**config.mk**
```make
export PLATFORM = sky130hd
export DESIGN_NAME = mul_seq32
export DESIGN_NICKNAME = d
export VERILOG_FILES = /design/src/rtl/mul_pkg.sv /design/src/rtl/cla32.sv /design/src/rtl/mul_seq32.sv
export SDC_FILE = /design/constraint.sdc
export NUM_CORES = 1
export LEC_CHECK = 0
export ABC_AREA = 1
export ABC_CLOCK_PERIOD_IN_PS = 4550
export BUFFER_PORTS_ARGS = -buffer_cell sky130_fd_sc_hd__buf_2
export CELL_PAD_IN_SITES_DETAIL_PLACEMENT = 0
export CELL_PAD_IN_SITES_GLOBAL_PLACEMENT = 1
export CORE_UTILIZATION = 39
export CTS_CLUSTER_DIAMETER = 50
export DETAILED_ROUTE_END_ITERATION = 8
export HOLD_SLACK_MARGIN = 0.03
export PLACE_DENSITY_LB_ADDON = 0.12
export SLEW_MARGIN = 20
export SYNTH_ARGS = -nofsm -noshare
export SYNTH_HDL_FRONTEND = slang
export SYNTH_SLANG_ARGS = --single-unit
export TNS_END_PERCENT = 1
```
**constraint.sdc**
```tcl
create_clock -name clk -period 4.55 [get_ports clk]
set_input_delay 0.2275 -clock clk [delete_from_list [all_inputs] [get_ports clk]]
set_output_delay 0.2275 -clock clk [all_outputs]
set_load 0.03 [all_outputs]
```
**src/rtl/mul_pkg.sv**
```systemverilog
// Shared types and constants for the sequential shift-and-add multiplier.
package mul_pkg;

  typedef enum logic [1:0] {
    IDLE = 2'd0,
    RUN  = 2'd1,
    DONE = 2'd2
  } mul_state_t;

  localparam int MUL_WIDTH = 32;
  localparam int MUL_CNT_W = 5;
  localparam int MUL_ITER  = 32;

endpackage

```
**src/rtl/cla32.sv**
```systemverilog
// 32-bit carry-lookahead adder: 4-bit lookahead groups, group carries chained.
module cla32 (
  input  logic [31:0] a,
  input  logic [31:0] b,
  input  logic        ci,
  output logic [31:0] sum,
  output logic        cout
);

  logic [31:0] g;
  logic [31:0] p;
  logic [32:0] c;

  assign g    = a & b;
  assign p    = a ^ b;
  assign c[0] = ci;

  for (genvar gi = 0; gi < 8; gi++) begin : g_grp
    localparam int B = 4 * gi;
    logic gg;
    logic gp;

    assign c[B+1] = g[B] | (p[B] & c[B]);
    assign c[B+2] = g[B+1] | (p[B+1] & g[B]) | (p[B+1] & p[B] & c[B]);
    assign c[B+3] = g[B+2] | (p[B+2] & g[B+1]) | (p[B+2] & p[B+1] & g[B])
                  | (p[B+2] & p[B+1] & p[B] & c[B]);
    assign gg     = g[B+3] | (p[B+3] & g[B+2]) | (p[B+3] & p[B+2] & g[B+1])
                  | (p[B+3] & p[B+2] & p[B+1] & g[B]);
    assign gp     = p[B+3] & p[B+2] & p[B+1] & p[B];
    assign c[B+4] = gg | (gp & c[B]);
  end

  assign sum  = p ^ c[31:0];
  assign cout = c[32];

endmodule

```
**src/rtl/mul_seq32.sv**
```systemverilog
// Multi-cycle unsigned 32x32->64 shift-and-add multiplier around one cla32.
// Optional macro MUL_SEQ_EARLY_EXIT_EN: finish as soon as no multiplier ones remain.
module mul_seq32
  import mul_pkg::*;
#(
  parameter int WIDTH = MUL_WIDTH,
  parameter int CNT_W = MUL_CNT_W
) (
  input  logic               clk,
  input  logic               rst,
  input  logic               start,
  input  logic [WIDTH-1:0]   a,
  input  logic [WIDTH-1:0]   b,
  output logic               busy,
  output logic               done,
  output logic [2*WIDTH-1:0] z
);

  localparam logic [CNT_W-1:0] LAST_CNT = CNT_W'(MUL_ITER - 1);

  mul_state_t state_q, state_d;

  logic [2*WIDTH-1:0] p_q, p_d;
  logic [WIDTH-1:0]   m_q, m_d;
  logic [CNT_W-1:0]   cnt_q, cnt_d;
  logic [2*WIDTH-1:0] z_q, z_d;
  logic               done_q, done_d;

  logic [WIDTH-1:0]   add_b;
  logic [WIDTH-1:0]   add_sum;
  logic               add_cout;
  logic [2*WIDTH-1:0] step;
  logic               last_iter;
  logic               exit_early;
  logic [2*WIDTH-1:0] z_early;

  assign add_b     = p_q[0] ? m_q : '0;
  assign step      = {add_cout, add_sum, p_q[WIDTH-1:1]};
  assign last_iter = (cnt_q == LAST_CNT);

  cla32 u_add (
    .a    (p_q[2*WIDTH-1:WIDTH]),
    .b    (add_b),
    .ci   (1'b0),
    .sum  (add_sum),
    .cout (add_cout)
  );

`ifdef MUL_SEQ_EARLY_EXIT_EN
  localparam logic [CNT_W:0] WIDTH_C = (CNT_W+1)'(WIDTH);

  logic [WIDTH-1:0] mq_q, mq_d;
  logic [CNT_W:0]   shamt;

  // P still holds the product shifted left by (WIDTH - count); undo that in one step.
  assign shamt      = WIDTH_C - {1'b0, cnt_q};
  assign z_early    = p_q >> shamt;
  assign exit_early = (mq_q == '0);

  always_comb begin
    mq_d = mq_q;
    if (state_q == IDLE && start) begin
      mq_d = b;
    end else if (state_q == RUN) begin
      mq_d = mq_q >> 1;
    end
  end

  always_ff @(posedge clk or posedge rst) begin
    if (rst) begin
      mq_q <= '0;
    end else begin
      mq_q <= mq_d;
    end
  end
`else
  assign z_early    = '0;
  assign exit_early = 1'b0;
`endif

  always_ff @(posedge clk or posedge rst) begin
    if (rst) begin
      state_q <= IDLE;
    end else begin
      state_q <= state_d;
    end
  end

  always_comb begin
    state_d = state_q;
    unique case (state_q)
      IDLE: if (start) state_d = RUN;
      RUN:  if (exit_early || last_iter) state_d = DONE;
      DONE: state_d = IDLE;
      default: state_d = IDLE;
    endcase
  end

  always_comb begin
    p_d    = p_q;
    m_d    = m_q;
    cnt_d  = cnt_q;
    z_d    = z_q;
    done_d = 1'b0;
    unique case (state_q)
      IDLE: begin
        if (start) begin
          m_d   = a;
          p_d   = {{WIDTH{1'b0}}, b};
          cnt_d = '0;
        end
      end
      RUN: begin
        if (exit_early) begin
          z_d    = z_early;
          done_d = 1'b1;
        end else begin
          p_d   = step;
          cnt_d = cnt_q + CNT_W'(1);
          if (last_iter) begin
            z_d    = step;
            done_d = 1'b1;
          end
        end
      end
      default: ;
    endcase
  end

  always_ff @(posedge clk or posedge rst) begin
    if (rst) begin
      p_q    <= '0;
      m_q    <= '0;
      cnt_q  <= '0;
      z_q    <= '0;
      done_q <= 1'b0;
    end else begin
      p_q    <= p_d;
      m_q    <= m_d;
      cnt_q  <= cnt_d;
      z_q    <= z_d;
      done_q <= done_d;
    end
  end

  assign busy = (state_q != IDLE);
  assign done = done_q;
  assign z    = z_q;

endmodule

```
==> out/metrics.yaml <==
outcome:
  outcome: "finished, final reports clean"
cells_and_area:
  layout.nets: 1081
  mostFrequentLayoutCells: "184 x nand2_1, 168 x dfrtp_1, 132 x buf_2"
  drive_above_1_share_pct: 22.4
  antenna_cells: 0
  final_common_cell: "nand2_1"
  n_fill_cell: 1938
  syn_to_final_growth_pct: 23.3
detailed_routing:
  ant_nets: 0
  wirelength_mm: 18.0
  vias: 5899
  routed_via_density: 4.73
  drt_iter0_drc: 279
  drtPass1Iterations: 4
  wl_per_cell_um: 14.4
  drc: 0
pwr:
  power_density_mw_per_mm2: 753
  worst_ir_drop_vdd_v: 0.000283
  power.static_leakage_nw: 5.01
synth:
  synth_flop_cell: "dfrtp_1"
  synthCells: 820
  syn_nets: 929
  synth_top_area_share_pct: 53.3
  synth_area_leaders: "dfrtp_1 53%, nand2_1 8.9%, ha_1 5.4%"
  yosysSeqAreaShare_pct: 53.3
  ys_async_sr_fraction_pct: 100
  synth_cell_types: 36
  synthesis.area_sq_mm: 0.00789
  ys_warn_count: 0
  synth.ff_latch_count: 168
  synth-edff-count: 0
  synth_largest_area_cell: "dfrtp_1"
  syn_avg_cell_area_sq_um: 9.62
critical_path:
  arrival_ns: 3.80
  crit_fanout: 25
  crit_required_ns: 4.86
  endpoint_kind: "register"
  crit_type: "register to register"
  start_kind: "register"
sta:
  hold_viol: 0
  hold-worst-slack_ns: 0.0493
  slew_headroom_pct: 36.1
  finalSetupViolCount: 0
  period_minus_slack_ns: 3.49
  drv_slew: 0
  grt_setup_unrepaired: "false"
  fin_crit_sh_pct: 76.8
  skew_ns: 0.0109
  tightest_slew_ns: 0.959
  fin_setup_tns_ns: 0
  max_freq_mhz: 286
cts:
  htree_levels: 4
  clk_latency_ns: 0.42
  cts_tree: "yes"
  path_clk_slew_ns: 0.07
  cts_root_buf: "clkbuf_16"
  clockBufferDepth: 2
  cts_setup_buffers: 0
  cts_sinks: 168
  cts_buffers: 17
floorplan:
  start_util_pct: 40.1
  ios: 133
  num_rows: 51
  die_width_um: 144
  core_sq_mm: 0.0197
  die-area_sq_mm: 0.0208
  fp.dieH_um: 144
global_routing:
  grt_pass1_wl_mm: 30.2
  grt_overflow: 0
  groute.usage.overall_pct: 19.0
  grt_max_degree: 169
  grt_pass1_vias: 5996
  antenna_found_initial: 0
placed_design:
  io_buffers: 132
  dp_hpwl_mm: 11.6
  place_congestion: 0.791
job:
  drv_cap: 0
hold_path:
  hold_class: "primary input to register"
## worst max-delay path, cell delays in order (launching register included)
cell and delay [ns]:
dfrtp_1 0.97, nand2_1 0.11, inv_1 0.08, ha_1 0.25, or2_0 0.21, nand2_1 0.08
nand2_2 0.07, nand2_2 0.06, nand2_2 0.05, nand2_1 0.05, nand2_1 0.06, nand2_1 0.05
nand2_1 0.07, nand2_1 0.06, nand2_1 0.07, nand2_1 0.08, nand2_2 0.08, nand2_2 0.08
nand2_4 0.07, fa_1 0.40, xor2_1 0.19, a22o_1 0.22
## kinds of logic (layout without fill, tap and decap cells)
family          count (synthesis)  count (layout)  share of synthesized area [%]
flops                         168             168                           53.3
compound gates                141             141                           11.0
xor+xnor                       18              18                           2.00
simple gates                  277             277                           14.6
mux                            33              33                           4.69
fa+ha+maj                      42              42                           7.42
buf+inv                       141             303                           7.03
## where the power goes
group          internal, mW  switching, mW
Sequential             2.17          0.372
Combinational          1.25           2.04
Clock                 0.914          0.577
Total                  4.34           2.99
## cell type report
| class | instances | area (sq um) | share of cell area [%] |
|---|---|---|---|
| flip-flops and latches | 168 | 4200 | 43.2 |
| well taps | 265 | 332 | 3.41 |
| inverters | 100 | 379 | 3.90 |
| clock buffers | 22 | 484 | 4.98 |
| clock inverters | 7 | 119 | 1.22 |
| multi-input cells | 511 | 3150 | 32.3 |
| repair buffers | 174 | 1070 | 11.0 |
## metrics by stage
step | instances | power, mW | worst slack (ns) | utilization, % | area (sq um)
final | 1247 | 7.33 | 1.06 | 49.5 | 9730
after global routing | 1247 | 8.02 | 0.617 | 49.5 | 9730
after floorplan | 820 | 5.00 | 1.53 | - | 7890
after detailed placement | 1187 | 5.89 | 1.00 | 44.9 | 8820
after CTS | 1245 | 7.44 | 0.982 | 49.4 | 9710
after global placement | 1187 | 5.86 | 1.04 | 44.9 | 8820
## worst paths after layout
check | to | cells after the start | start | slack [ns]
worst min register to register | z[61] | 2 | z[61] | 0.48
worst max-delay path | p_q[60] | 21 | p_q[0] | 1.06
min in group asynchronous | z[21] | 3 | rst | 0.09
max in group asynchronous | z[63] | 3 | rst | 3.81
worst min-delay path | p_q[18] | 3 | b[18] | 0.05
worst max register to register | p_q[60] | 21 | p_q[0] | 1.06
## state kept, by name (all words and copies together), names as in the netlist
signal and flops:
p_q 64, z 64, m_q 32, cnt_q 5
state_q 2, done 1
## routing by layer
| layer | track usage, % | share of wire, % | vias to the layer above |
|---|---|---|---|
| li1 | - | - | 2999 |
| met1 | 26.0 | 49 | 2814 |
| met2 | 30.5 | 47 | 75 |
| met3 | 4.50 | 2.9 | 11 |
| met4 | 4.49 | 0.72 | 0 |
| met5 | 0 | 0 | - |
## cell usage after synthesis, types with 2 or more instances
cell type,count
dfrtp_1,168
o21ai_0,79
nand3_1,50
nand2_2,7
nand3b_1,3
o22ai_1,5
mux2_2,32
o21bai_1,2
buf_2,3
inv_1,99
clkbuf_1,35
o211ai_1,2
a21o_1,2
fa_1,8
a22o_1,3
nand4_1,3
a21oi_1,14
nor2_1,23
o221ai_1,30
xnor2_1,5
xor2_1,13
ha_1,34
nand2_1,187
## timing repair
item                       4_1_cts  5_1_grt
hold buffers                    29        2
gates resized for setup          0        0
hold endpoints to repair        29        2
setup endpoints to repair        0        0
(Power assumes the default switching activity.)
